## config.mk

```make
export PLATFORM = sky130hd
export DESIGN_NAME = msx_ram_arbiter_flat
export DESIGN_NICKNAME = d
export VERILOG_FILES = /design/src/rtl/msx_ram_arbiter_pkg.sv /design/src/rtl/msx_ram_arbiter_if.sv /design/src/rtl/msx_ram_xlate.sv /design/src/rtl/msx_ram_arbiter.sv /design/src/flat_wrapper.sv
export SDC_FILE = /design/constraint.sdc
export NUM_CORES = 1
export LEC_CHECK = 0
export ABC_AREA = 1
export BUFFER_PORTS_ARGS = -buffer_cell sky130_fd_sc_hd__buf_2
export CAP_MARGIN = 10
export CORE_AREA = 3 3 341 343
export DETAILED_ROUTE_END_ITERATION = 7
export DIE_AREA = 0 0 344 346
export SETUP_SLACK_MARGIN = 0.02
export SYNTH_ARGS = -nofsm -noshare
export SYNTH_HDL_FRONTEND = slang
export SYNTH_SLANG_ARGS = --single-unit
```

## constraint.sdc

```tcl
create_clock -name clk -period 1.5 [get_ports clk]
set_input_delay 0.225 -clock clk [delete_from_list [all_inputs] [get_ports clk]]
set_output_delay 0.225 -clock clk [all_outputs]
set_load 0.03 [all_outputs]
```

## src/rtl/msx_ram_arbiter_pkg.sv

```systemverilog
// Shared types for the MSX external RAM arbiter: region table entry, FSM states
// and requester identifiers.
package msx_ram_arbiter_pkg;

  localparam int unsigned RAM_AW        = 27;
  localparam int unsigned RAM_PAGE_BITS = 14;
  localparam int unsigned RAM_REGIONS   = 16;
  localparam int unsigned LOOKUP_SIZE_W = 16;

  localparam logic [7:0] DOUT_EMPTY = 8'hFF;

  // Same layout as MSX::lookup_RAM_t: base address, size in pages, read-only flag.
  typedef struct packed {
    logic [RAM_AW-1:0]        addr;
    logic [LOOKUP_SIZE_W-1:0] size;
    logic                     ro;
  } lookup_RAM_t;

  typedef enum logic [1:0] {
    ARB_IDLE,
    ARB_ISSUE,
    ARB_WAIT,
    ARB_ACK
  } arb_state_t;

  typedef enum logic [1:0] {
    SRC_NONE,
    SRC_LD,
    SRC_FL,
    SRC_CPU
  } arb_src_t;

endpackage

```

## src/rtl/msx_ram_arbiter_if.sv

```systemverilog
// Requester and RAM-side signals of the RAM arbiter. master = requesters plus
// RAM controller (the environment), slave = the arbiter.
interface msx_ram_arbiter_if #(
  parameter int unsigned AW    = 27,
  parameter int unsigned REF_W = 4
);

  logic             cpu_req;
  logic             cpu_we;
  logic [REF_W-1:0] cpu_ref;
  logic [AW-1:0]    cpu_offset;
  logic [7:0]       cpu_din;
  logic [7:0]       cpu_dout;
  logic             cpu_ack;

  logic             ld_req;
  logic [AW-1:0]    ld_addr;
  logic [7:0]       ld_din;
  logic             ld_ack;

  logic             fl_req;
  logic             fl_we;
  logic [AW-1:0]    fl_addr;
  logic [7:0]       fl_din;
  logic [7:0]       fl_dout;
  logic             fl_ack;

  logic [AW-1:0]    ram_addr;
  logic [7:0]       ram_din;
  logic             ram_rd;
  logic             ram_we;
  logic [7:0]       ram_dout;
  logic             ram_ready;

  modport master (
    output cpu_req, cpu_we, cpu_ref, cpu_offset, cpu_din,
    input  cpu_dout, cpu_ack,
    output ld_req, ld_addr, ld_din,
    input  ld_ack,
    output fl_req, fl_we, fl_addr, fl_din,
    input  fl_dout, fl_ack,
    input  ram_addr, ram_din, ram_rd, ram_we,
    output ram_dout, ram_ready
  );

  modport slave (
    input  cpu_req, cpu_we, cpu_ref, cpu_offset, cpu_din,
    output cpu_dout, cpu_ack,
    input  ld_req, ld_addr, ld_din,
    output ld_ack,
    input  fl_req, fl_we, fl_addr, fl_din,
    output fl_dout, fl_ack,
    output ram_addr, ram_din, ram_rd, ram_we,
    input  ram_dout, ram_ready
  );

endinterface

```

## src/rtl/msx_ram_xlate.sv

```systemverilog
// Region-relative to absolute address translation with bounds check and
// write-protect flag. Purely combinational.
module msx_ram_xlate
  import msx_ram_arbiter_pkg::*;
#(
  parameter int unsigned PAGE_BITS = RAM_PAGE_BITS,
  parameter int unsigned AW        = RAM_AW
) (
  input  lookup_RAM_t   entry,
  input  logic [AW-1:0] offset,
  output logic [AW-1:0] abs_addr,
  output logic          hit,
  output logic          ro
);

  localparam int unsigned CW = AW + LOOKUP_SIZE_W;

  logic [CW-1:0] page_ext;
  logic [CW-1:0] size_ext;

  // Both sides widened so the page index never truncates; size 0 can never hit.
  always_comb begin
    page_ext = CW'(offset >> PAGE_BITS);
    size_ext = CW'(entry.size);
    hit      = page_ext < size_ext;
    abs_addr = AW'(entry.addr) + offset;
    ro       = entry.ro;
  end

endmodule

```

## src/rtl/msx_ram_arbiter.sv

```systemverilog
// Arbitrates the single external RAM port between loader, flash and CPU
// requesters; CPU accesses are translated through the region table.
module msx_ram_arbiter
  import msx_ram_arbiter_pkg::*;
#(
  parameter int unsigned REGIONS   = RAM_REGIONS,
  parameter int unsigned PAGE_BITS = RAM_PAGE_BITS,
  parameter int unsigned AW        = RAM_AW
) (
  input  logic               clk,
  input  logic               reset_n,
  input  lookup_RAM_t        lookup_RAM [REGIONS],
  msx_ram_arbiter_if.slave   bus
);

  arb_state_t    state;
  arb_state_t    state_nxt;
  arb_src_t      src;
  arb_src_t      grant;
  logic          rr_cpu;
  logic          we_q;
  logic [AW-1:0] addr_q;
  logic [7:0]    din_q;
  logic [7:0]    cpu_dout_q;
  logic [7:0]    fl_dout_q;

  lookup_RAM_t   entry;
  logic [AW-1:0] xl_addr;
  logic          xl_hit;
  logic          xl_ro;
  logic          cpu_direct;

  assign entry = lookup_RAM[bus.cpu_ref];

  msx_ram_xlate #(
    .PAGE_BITS (PAGE_BITS),
    .AW        (AW)
  ) u_xlate (
    .entry    (entry),
    .offset   (bus.cpu_offset),
    .abs_addr (xl_addr),
    .hit      (xl_hit),
    .ro       (xl_ro)
  );

  // Loader always wins; cpu/fl contention resolved by the round-robin pointer.
  always_comb begin
    grant = SRC_NONE;
    if (bus.ld_req)
      grant = SRC_LD;
    else if (bus.cpu_req && bus.fl_req)
      grant = rr_cpu ? SRC_CPU : SRC_FL;
    else if (bus.cpu_req)
      grant = SRC_CPU;
    else if (bus.fl_req)
      grant = SRC_FL;
    cpu_direct = !xl_hit || (bus.cpu_we && xl_ro);
  end

  always_ff @(posedge clk or negedge reset_n) begin
    if (!reset_n)
      state <= ARB_IDLE;
    else
      state <= state_nxt;
  end

  always_comb begin
    state_nxt = state;
    case (state)
      ARB_IDLE: begin
        if (grant != SRC_NONE)
          state_nxt = (grant == SRC_CPU && cpu_direct) ? ARB_ACK : ARB_ISSUE;
      end
      ARB_ISSUE: state_nxt = ARB_WAIT;
      ARB_WAIT:  if (bus.ram_ready) state_nxt = ARB_ACK;
      ARB_ACK:   state_nxt = ARB_IDLE;
      default:   state_nxt = ARB_IDLE;
    endcase
  end

  always_ff @(posedge clk or negedge reset_n) begin
    if (!reset_n) begin
      src        <= SRC_NONE;
      rr_cpu     <= 1'b1;
      we_q       <= 1'b0;
      addr_q     <= '0;
      din_q      <= '0;
      cpu_dout_q <= DOUT_EMPTY;
      fl_dout_q  <= DOUT_EMPTY;
    end else begin
      if (state == ARB_IDLE && grant != SRC_NONE) begin
        src <= grant;
        case (grant)
          SRC_LD: begin
            addr_q <= bus.ld_addr;
            din_q  <= bus.ld_din;
            we_q   <= 1'b1;
          end
          SRC_FL: begin
            addr_q <= bus.fl_addr;
            din_q  <= bus.fl_din;
            we_q   <= bus.fl_we;
            rr_cpu <= 1'b1;
          end
          SRC_CPU: begin
            addr_q <= xl_addr;
            din_q  <= bus.cpu_din;
            we_q   <= bus.cpu_we;
            rr_cpu <= 1'b0;
            // Miss reads return open-bus FF; blocked writes leave dout alone.
            if (!xl_hit && !bus.cpu_we)
              cpu_dout_q <= DOUT_EMPTY;
          end
          default: ;
        endcase
      end
      if (state == ARB_WAIT && bus.ram_ready && !we_q) begin
        if (src == SRC_CPU) cpu_dout_q <= bus.ram_dout;
        if (src == SRC_FL)  fl_dout_q  <= bus.ram_dout;
      end
    end
  end

  assign bus.ram_addr = addr_q;
  assign bus.ram_din  = din_q;
  assign bus.ram_rd   = (state == ARB_ISSUE) && !we_q;
  assign bus.ram_we   = (state == ARB_ISSUE) &&  we_q;
  assign bus.ld_ack   = (state == ARB_ACK) && (src == SRC_LD);
  assign bus.fl_ack   = (state == ARB_ACK) && (src == SRC_FL);
  assign bus.cpu_ack  = (state == ARB_ACK) && (src == SRC_CPU);
  assign bus.cpu_dout = cpu_dout_q;
  assign bus.fl_dout  = fl_dout_q;

endmodule

```

## src/flat_wrapper.sv

```systemverilog
// flat-port wrapper written by rule: the top's interface ports become plain ports
module msx_ram_arbiter_flat import msx_ram_arbiter_pkg::*;
#(
  parameter int unsigned REGIONS   = RAM_REGIONS,
  parameter int unsigned PAGE_BITS = RAM_PAGE_BITS,
  parameter int unsigned AW        = RAM_AW
)
  (clk, reset_n, lookup_RAM, bus_cpu_req, bus_cpu_we, bus_cpu_ref, bus_cpu_offset, bus_cpu_din, bus_cpu_dout, bus_cpu_ack, bus_ld_req, bus_ld_addr, bus_ld_din, bus_ld_ack, bus_fl_req, bus_fl_we, bus_fl_addr, bus_fl_din, bus_fl_dout, bus_fl_ack, bus_ram_addr, bus_ram_din, bus_ram_rd, bus_ram_we, bus_ram_dout, bus_ram_ready);
  msx_ram_arbiter_if #(.AW(AW)) bus_i ();
  input  logic clk;
  input  logic reset_n;
  input  lookup_RAM_t lookup_RAM[REGIONS];
  input wire logic [$bits(bus_i.cpu_req)-1:0] bus_cpu_req;
  input wire logic [$bits(bus_i.cpu_we)-1:0] bus_cpu_we;
  input wire logic [$bits(bus_i.cpu_ref)-1:0] bus_cpu_ref;
  input wire logic [$bits(bus_i.cpu_offset)-1:0] bus_cpu_offset;
  input wire logic [$bits(bus_i.cpu_din)-1:0] bus_cpu_din;
  output wire logic [$bits(bus_i.cpu_dout)-1:0] bus_cpu_dout;
  output wire logic [$bits(bus_i.cpu_ack)-1:0] bus_cpu_ack;
  input wire logic [$bits(bus_i.ld_req)-1:0] bus_ld_req;
  input wire logic [$bits(bus_i.ld_addr)-1:0] bus_ld_addr;
  input wire logic [$bits(bus_i.ld_din)-1:0] bus_ld_din;
  output wire logic [$bits(bus_i.ld_ack)-1:0] bus_ld_ack;
  input wire logic [$bits(bus_i.fl_req)-1:0] bus_fl_req;
  input wire logic [$bits(bus_i.fl_we)-1:0] bus_fl_we;
  input wire logic [$bits(bus_i.fl_addr)-1:0] bus_fl_addr;
  input wire logic [$bits(bus_i.fl_din)-1:0] bus_fl_din;
  output wire logic [$bits(bus_i.fl_dout)-1:0] bus_fl_dout;
  output wire logic [$bits(bus_i.fl_ack)-1:0] bus_fl_ack;
  output wire logic [$bits(bus_i.ram_addr)-1:0] bus_ram_addr;
  output wire logic [$bits(bus_i.ram_din)-1:0] bus_ram_din;
  output wire logic [$bits(bus_i.ram_rd)-1:0] bus_ram_rd;
  output wire logic [$bits(bus_i.ram_we)-1:0] bus_ram_we;
  input wire logic [$bits(bus_i.ram_dout)-1:0] bus_ram_dout;
  input wire logic [$bits(bus_i.ram_ready)-1:0] bus_ram_ready;
  assign bus_i.cpu_req = bus_cpu_req;
  assign bus_i.cpu_we = bus_cpu_we;
  assign bus_i.cpu_ref = bus_cpu_ref;
  assign bus_i.cpu_offset = bus_cpu_offset;
  assign bus_i.cpu_din = bus_cpu_din;
  assign bus_cpu_dout = bus_i.cpu_dout;
  assign bus_cpu_ack = bus_i.cpu_ack;
  assign bus_i.ld_req = bus_ld_req;
  assign bus_i.ld_addr = bus_ld_addr;
  assign bus_i.ld_din = bus_ld_din;
  assign bus_ld_ack = bus_i.ld_ack;
  assign bus_i.fl_req = bus_fl_req;
  assign bus_i.fl_we = bus_fl_we;
  assign bus_i.fl_addr = bus_fl_addr;
  assign bus_i.fl_din = bus_fl_din;
  assign bus_fl_dout = bus_i.fl_dout;
  assign bus_fl_ack = bus_i.fl_ack;
  assign bus_ram_addr = bus_i.ram_addr;
  assign bus_ram_din = bus_i.ram_din;
  assign bus_ram_rd = bus_i.ram_rd;
  assign bus_ram_we = bus_i.ram_we;
  assign bus_i.ram_dout = bus_ram_dout;
  assign bus_i.ram_ready = bus_ram_ready;
  msx_ram_arbiter #(.REGIONS(REGIONS), .PAGE_BITS(PAGE_BITS), .AW(AW)) u_core (.clk(clk), .reset_n(reset_n), .lookup_RAM(lookup_RAM), .bus(bus_i));
endmodule
```

==> results of run 1 <==
-- cells by family (layout without fill, tap and decap cells) --
logic type	count (synthesis)	in the layout	synth area share [%]
AO/OA/AOI/OAI	714	714	42.21
other	0	23	0
flip-flops	57	57	13.84
adder cells (fa/ha/maj)	44	44	5.336
XOR/XNOR	10	10	0.8375
AND/OR/NAND/NOR	692	692	26.67
buffers and inverters	255	1356	10.15
multiplexers	9	9	0.9572
-- stage by stage --
stage | utilization (%) | setup slack, ns | cells
CTS | 18.78 | -1.431 | 4375
detailed placement | 16.59 | -2.227 | 4311
floorplan | - | -1.575 | 1781
global placement | 16.59 | -2.199 | 4311
global route | 19.43 | -1.595 | 4407
finish | 19.45 | -1.514 | 4417
-- cell usage in the layout (no fill, tap or decap), drive strengths merged, types with 2 or more instances in the layout --
cell type	synthesis	layout
xnor2	6	6
a221oi	32	32
a22o	3	3
nand3	80	80
dfrtp	40	40
nor3	9	9
diode	0	23
ha	43	43
a21oi	58	58
a31oi	4	4
clkinv	2	5
buf	43	1231
bufbuf	0	6
o211ai	51	51
nor4	2	2
a211oi	3	3
nor2	411	411
o221ai	118	118
o22ai	56	56
mux2	8	8
nand2	169	169
bufinv	0	3
clkbuf	115	15
inv	95	94
o21ai	385	385
xor2	4	4
dfstp	17	17
or2	13	13
nand4	2	2
nand3b	5	5
-- worst min-delay path by stage --
stage | from | endpoint | slack (ns) | cells after the start
5_1_grt | bus_ram_dout[3] | u_core.bus.fl_dout[3] | 0.14 | 2
2_1_floorplan | reset_n | u_core.bus.ram_addr[0] | -0.07 | 0
6_report | bus_ram_dout[3] | u_core.bus.fl_dout[3] | 0.15 | 2
3_3_place_gp | reset_n | u_core.bus.ram_din[3] | 0.26 | 2
3_5_place_dp | reset_n | u_core.bus.ram_din[3] | 0.26 | 2
4_1_cts | bus_ram_dout[5] | u_core.bus.fl_dout[5] | 0.14 | 2
-- worst max-delay path, delay by kind of cell --
family | cells | cell delay, ns
AO/OA/AOI/OAI | 4 | 0.78
XOR/XNOR | 1 | 0.13
adder cells (fa/ha/maj) | 1 | 0.34
buffers and inverters | 5 | 0.63
AND/OR/NAND/NOR | 7 | 1.03
-- power groups by stage --
stage,Combinational [W],Clock (W),Sequential (W)
after floorplan,0.00410,0,0.00408
after global placement,0.0107,0,0.00288
after detailed placement,0.0107,0,0.00290
after CTS,0.0129,0.00252,0.00290
after global routing,0.0145,0.00260,0.00298
final,0.0135,0.00245,0.00291
-- sequential cells by signal, summed over array words and instances, names as in the netlist --
name	cells
u_core.src	2
u_core.bus.ram_addr	27
u_core.rr_cpu	1
u_core.bus.ram_din	8
u_core.state	2
u_core.we_q	1
u_core.bus.cpu_dout	8
u_core.bus.fl_dout	8
-- area by class of cell --
| type | instances | area [um^2] | share of cell area [%] |
|---|---|---|---|
| Multi-Input combinational cell | 1469 | 9618 | 43.42 |
| Antenna cell | 23 | 57.56 | 0.2598 |
| Timing Repair Buffer | 1242 | 8348 | 37.68 |
| Tap cell | 1512 | 1892 | 8.540 |
| Timing Repair inverter | 1 | 16.27 | 0.07343 |
| Sequential cell | 57 | 1448 | 6.535 |
| Inverter | 97 | 427.9 | 1.932 |
| Clock inverter | 5 | 102.6 | 0.4631 |
| Clock buffer | 11 | 242.7 | 1.096 |
-- per-layer routing --
metal  up-vias  global-route usage [%]  routed length (um)
met3       154                   3.308                8099
met1      8870                   21.67               45500
met5         -                       0                 225
met2      1050                   27.64               49450
li1       8672                       -                   -
met4        32                   4.179                2928
-- timing repair --
action / in CTS / in global routing
pin swaps: 126 / 79
setup buffers: 40 / 22
endpoints found under the hold margin: 40 / 0
hold buffers: 1 / 0
gates cloned: 15 / 4
endpoints found under the setup margin: 59 / 59
gates resized for setup: 375 / 159
==> flow_summary_export.csv, run 1 <==
group,metric,value,unit
die,ioPinCount,885,
die,rows,124,
power_and_ir_drop,intPower,0.01005,W
timing,worstMarginPinSlew,0.8673,ns
synth,syn_area_per_cell,5.872,um^2
worst_setup_path,cp.required,1.68,ns
timing,finalWorstSetupSlack,-1.514,ns
grt,antenna_found_initial,70,
placed_design,gp_congestion,0.9656,
synth,ys.flop_type,"dfrtp_1",
timing,period_minus_slack,3.014,ns
worst_setup_path,cp_common_cell,"nand2_1",
synth,synth_top_area_cell,"o21ai_0",
timing,setup_violations,57,
final_layout,fillers,12970,
routing,first_iter_violations,1457,
worst_setup_path,cp-start-kind,"primary input",
timing,hold-worst-slack,0.1471,ns
synth,synth_edf_count,0,
worst_setup_path,reg2reg_slack,-0.49,ns
power_and_ir_drop,vdd_ir_drop_max,0.0005151,V
worst_setup_path,r2r-end,"u_core.bus.ram_addr[16]",
power_and_ir_drop,p_clk_share,13.0,%
die,core_area,113900,um^2
routing,drc,0,
routing,wl_per_cell,24.05,um
clock_network,cts_root_buf,"clkbuf_16",
clock_network,cts-buffers-inserted,9,
placed_design,hpwl,88520,um
die,fp.dieH,346,um
synth,syn-cell-area,10460,um^2
synth,synth_cell_types,47,
worst_setup_path,crit_path_top_delay_cell,"o211ai_1",
final_layout,drive_above_1_share,55.48,%
worst_setup_path,endpoint,"u_core.bus.ram_addr[22]",
grt,grt_pass1_vias,18340,
final_layout,fin_area,22150,um^2
status,violations,"negative setup slack",
die,initial_core_util,9.183,%
die,die_area,119000,um^2
worst_setup_path,r2r_start,"u_core.rr_cpu",
synth,yosys_warnings,0,
synth,synth_top_area_share,17.90,%
worst_setup_path,cp-end-kind,"flip-flop",
timing,hold_viol,0,
timing,fmax,331.8,MHz
synth,synth_cells,1781,
power_and_ir_drop,power_frac_seq,15.4,%
synth,async_reset_ff_share,100.0,%
die,die_w,344,um
flow_run,cap_violations,0,
timing,drv_slew,0,
grt,grt_pass1_wl,139600,um
placed_design,dpl_cell_area,18890,um^2
power_and_ir_drop,fin_total_pwr,0.01885,W
clock_network,cts_tree,"yes",
clock_network,path_clk_slew,0.05,ns
placed_design,io_buffers,884,
hold_path,hp-class,"primary input to flip-flop",
synth,yosys-top-cells-count,"nor2_1, o21ai_0, nand2_1",
grt,grt_overflow,0,
timing,relSlewSlack,42.18,%
synth,yosys-top-cells-area,"o21ai_0, nor2_1, o221ai_1, dfrtp_1, nand2_1",
synth,yosysSeqAreaShare,13.84,%
worst_setup_path,arrival,3.19,ns
status,outcome,"finished with violations",
routing,wl,106200,um
synth,synth-seq-cells,57,
worst_setup_path,worstPathMaxFanout,8,
final_layout,fin_nets,3750,
timing,skew,0.01041,ns
power_and_ir_drop,powerDensity,851.1,nW/um^2
routing,viasPerCell,4.251,
clock_network,cts_max_path_buffers,2,
grt,grt_max_degree,58,
worst_setup_path,critical_path_class,"primary input to flip-flop",
worst_setup_path,worst_path_largest_cell_delay,0.47,ns
timing,fin_crit_sh,200.9,%
power_and_ir_drop,p_switching,0.008806,W
worst_setup_path,rr_worst_depth,6,
routing,drtAntennaViolNets,0,
clock_network,h-tree-depth,3,
clock_network,worstSkewPairLatency,0.34,ns
clock_network,clock_sinks,57,
power_and_ir_drop,p_leak,9.969,nW
routing,drtPass1Iterations,5,
worst_setup_path,cp_cell_sequence,"buf_16 -> clkinv_16 -> buf_12 -> buf_8 -> o21ai_2 -> o22ai_2 -> o211ai_1 -> nand2_1 -> ha_4 -> buf_4 -> nand2_2 -> nor4_4 -> nand4_1 -> nand3_2 -> nand2_1 -> nand2_1 -> xnor2_1 -> o22ai_1",
timing,rsz0062_at_grt,"yes",
routing,via_count,18780,
timing,fin_setup_tns,-46.34,ns
power_and_ir_drop,combPwrFrac,71.6,%
final_layout,areaGrowthSynthToFinish,111.8,%
synth,syn-num-nets,2654,
grt,grt_util_all_layers,16.55,%
power_and_ir_drop,switching_share,46.71,%
worst_setup_path,critPathLaunch,"bus_cpu_ref[0]",
synth,synth.most_common_cell,"nor2_1",
No activity file was read; power rests on OpenSTA's default activity.
==> run 2: changes to the inputs <==
PLACE_DENSITY = 0.33   (was unset)
==> flow_summary_export.csv, run 2 (synthesis gave the netlist of run 1 again) <==
group,metric,value,unit
final_layout,fin_util,19.28,%
routing,wl,108000,um
timing,hold_viol,0,
grt,antenna_found_initial,55,
die,fp.dieH,346,um
final_layout,seq_area,1448,um^2
die,die_area,119000,um^2
final_layout,layout_common_cells,"buf_2, nor2_1, o21ai_0",
clock_network,h-tree-depth,3,
grt,grt_pass1_wl,142800,um
worst_setup_path,r2r-end,"u_core.bus.ram_addr[26]",
clock_network,cts_root_buf,"clkbuf_16",
hold_path,min-delay-start,"bus_ram_dout[4]",
timing,period_minus_slack,2.943,ns
die,ioPinCount,885,
routing,drtPass1Iterations,7,
routing,first_iter_violations,1231,
timing,fin_crit_sh,196.2,%
timing,hold-worst-slack,0.1369,ns
hold_path,holdPathStages,2,
die,initial_core_util,9.183,%
worst_setup_path,rr_worst_depth,7,
clock_network,path_clk_slew,0.06,ns
worst_setup_path,r2r_start,"u_core.rr_cpu",
final_layout,finalNonFillerCells,4422,
routing,viasPerCell,4.129,
worst_setup_path,reg2reg_slack,-0.52,ns
routing,drc,0,
routing,via_count,18260,
final_layout,fillers,13240,
clock_network,cts_tree,"yes",
worst_setup_path,critical_path_class,"primary input to flip-flop",
worst_setup_path,worstPathMaxFanout,8,
hold_path,hp-class,"primary input to flip-flop",
grt,grt_max_degree,58,
grt,grt_util_all_layers,16.82,%
worst_setup_path,cp-end-kind,"flip-flop",
die,rows,124,
final_layout,drive_above_1_share,54.51,%
status,violations,"negative setup slack",
clock_network,clock_sinks,57,
routing,drtAntennaViolNets,0,
final_layout,areaGrowthSynthToFinish,110.0,%
final_layout,largest_reg_flops,27,
timing,rsz0062_at_grt,"yes",
status,outcome,"finished with violations",
grt,grt_pass1_vias,18480,
timing,fmax,339.8,MHz
clock_network,worstSkewPairLatency,0.34,ns
timing,drv_slew,0,
timing,finalWorstSetupSlack,-1.443,ns
power_and_ir_drop,powerDensity,830.0,nW/um^2
clock_network,cts-buffers-inserted,9,
flow_run,cap_violations,0,
power_and_ir_drop,p_leak,9.939,nW
routing,m1WireLength,45370,um
routing,met3WireLength,7651,um
placed_design,hpwl,90050,um
hold_path,holdPathEnd,"u_core.bus.fl_dout[4]",
placed_design,gp_congestion,0.9528,
power_and_ir_drop,vdd_ir_drop_max,0.0005330,V
routing,highest_layer,"met5",
timing,relSlewSlack,48.13,%
final_layout,final_common_cell,"buf_2",
worst_setup_path,cp-start-kind,"primary input",
timing,worstMarginPinSlew,0.7780,ns
routing,wl_per_cell,24.41,um
die,die_w,344,um
worst_setup_path,arrival,3.16,ns
final_layout,fin_nets,3752,
die,core_area,113900,um^2
routing,routed-wl-met2,53580,um
final_layout,multi_input_area,9519,um^2
worst_setup_path,cp.required,1.72,ns
timing,setup_violations,46,
clock_network,cts_max_path_buffers,2,
timing,skew,0.006634,ns
placed_design,io_buffers,884,
grt,grt_overflow,0,
placed_design,dp_cells,4319,
-- run 2: worst max-delay path, stage by stage --
cell and delay (ns):
buf_16 0.15, buf_16 0.17, buf_16 0.16, buf_12 0.15, nor2_1 0.11, o22ai_1 0.10
o211ai_1 0.30, nand2_2 0.16, ha_4 0.32, buf_6 0.11, nand2_2 0.05, nor3_2 0.19
inv_2 0.09, nor2_4 0.15, a21oi_4 0.08, o21ai_2 0.19, nand2_1 0.09, nand2_2 0.09
a21oi_2 0.05, o21ai_1 0.08, o21ai_1 0.08
-- run 2: worst max path at each step --
stage / start / to / slack [ns] / cells past startpoint
6_report: bus_cpu_ref[0] / u_core.bus.ram_addr[19] / -1.44 / 21
4_1_cts: bus_cpu_ref[0] / u_core.bus.ram_addr[25] / -1.37 / 21
3_3_place_gp: bus_cpu_ref[0] / u_core.bus.ram_addr[22] / -2.20 / 19
3_5_place_dp: bus_cpu_ref[0] / u_core.bus.ram_addr[26] / -2.15 / 17
2_1_floorplan: bus_cpu_ref[0] / u_core.bus.ram_addr[20] / -1.57 / 20
5_1_grt: bus_cpu_ref[0] / u_core.bus.ram_addr[25] / -1.55 / 20
-- run 2: routing by layer --
layer	track usage, %	vias to the layer above
met2	29.87	742
met4	2.063	28
met3	3.654	114
met1	21.22	8707
li1	-	8668
met5	0	-
-- run 2: timing repair --
item / CTS / global route
pin swaps: 69 / 106
buffers inserted: 19 / 21
gates resized for setup: 253 / 202
endpoints found under the hold margin: 40 / 0
gates cloned: 13 / 10
setup endpoints to repair: 58 / 59
hold buffers: 1 / 0
-- run 2: cell type report --
type	instances	share of cell area [%]
Clock inverter	5	0.1424
Antenna cell	26	0.2963
Sequential cell	57	6.592
Tap cell	1512	8.614
Timing Repair Buffer	1242	37.82
Inverter	97	1.857
Timing Repair inverter	3	0.2222
Clock buffer	11	1.105
Multi-Input combinational cell	1469	43.35
-- run 2: stage by stage --
stage / setup TNS [ns] / area (um^2) / worst slack, ns / total power (W)
6_report: -43.45 / 21960 / -1.443 / 0.01823
2_1_floorplan: -40.36 / 10840 / -1.575 / 0.008180
3_3_place_gp: -66.77 / 19050 / -2.199 / 0.01396
4_1_cts: -44.98 / 20820 / -1.374 / 0.01694
5_1_grt: -49.87 / 21920 / -1.548 / 0.01951
3_5_place_dp: -66.98 / 19050 / -2.146 / 0.01390
-- run 2: report_power, final --
part	internal (W)	total [W]	switching [W]
logic	0.00581	0.0133	0.00753
clock network	0.00116	0.00195	0.000792
registers	0.00240	0.00294	0.000535
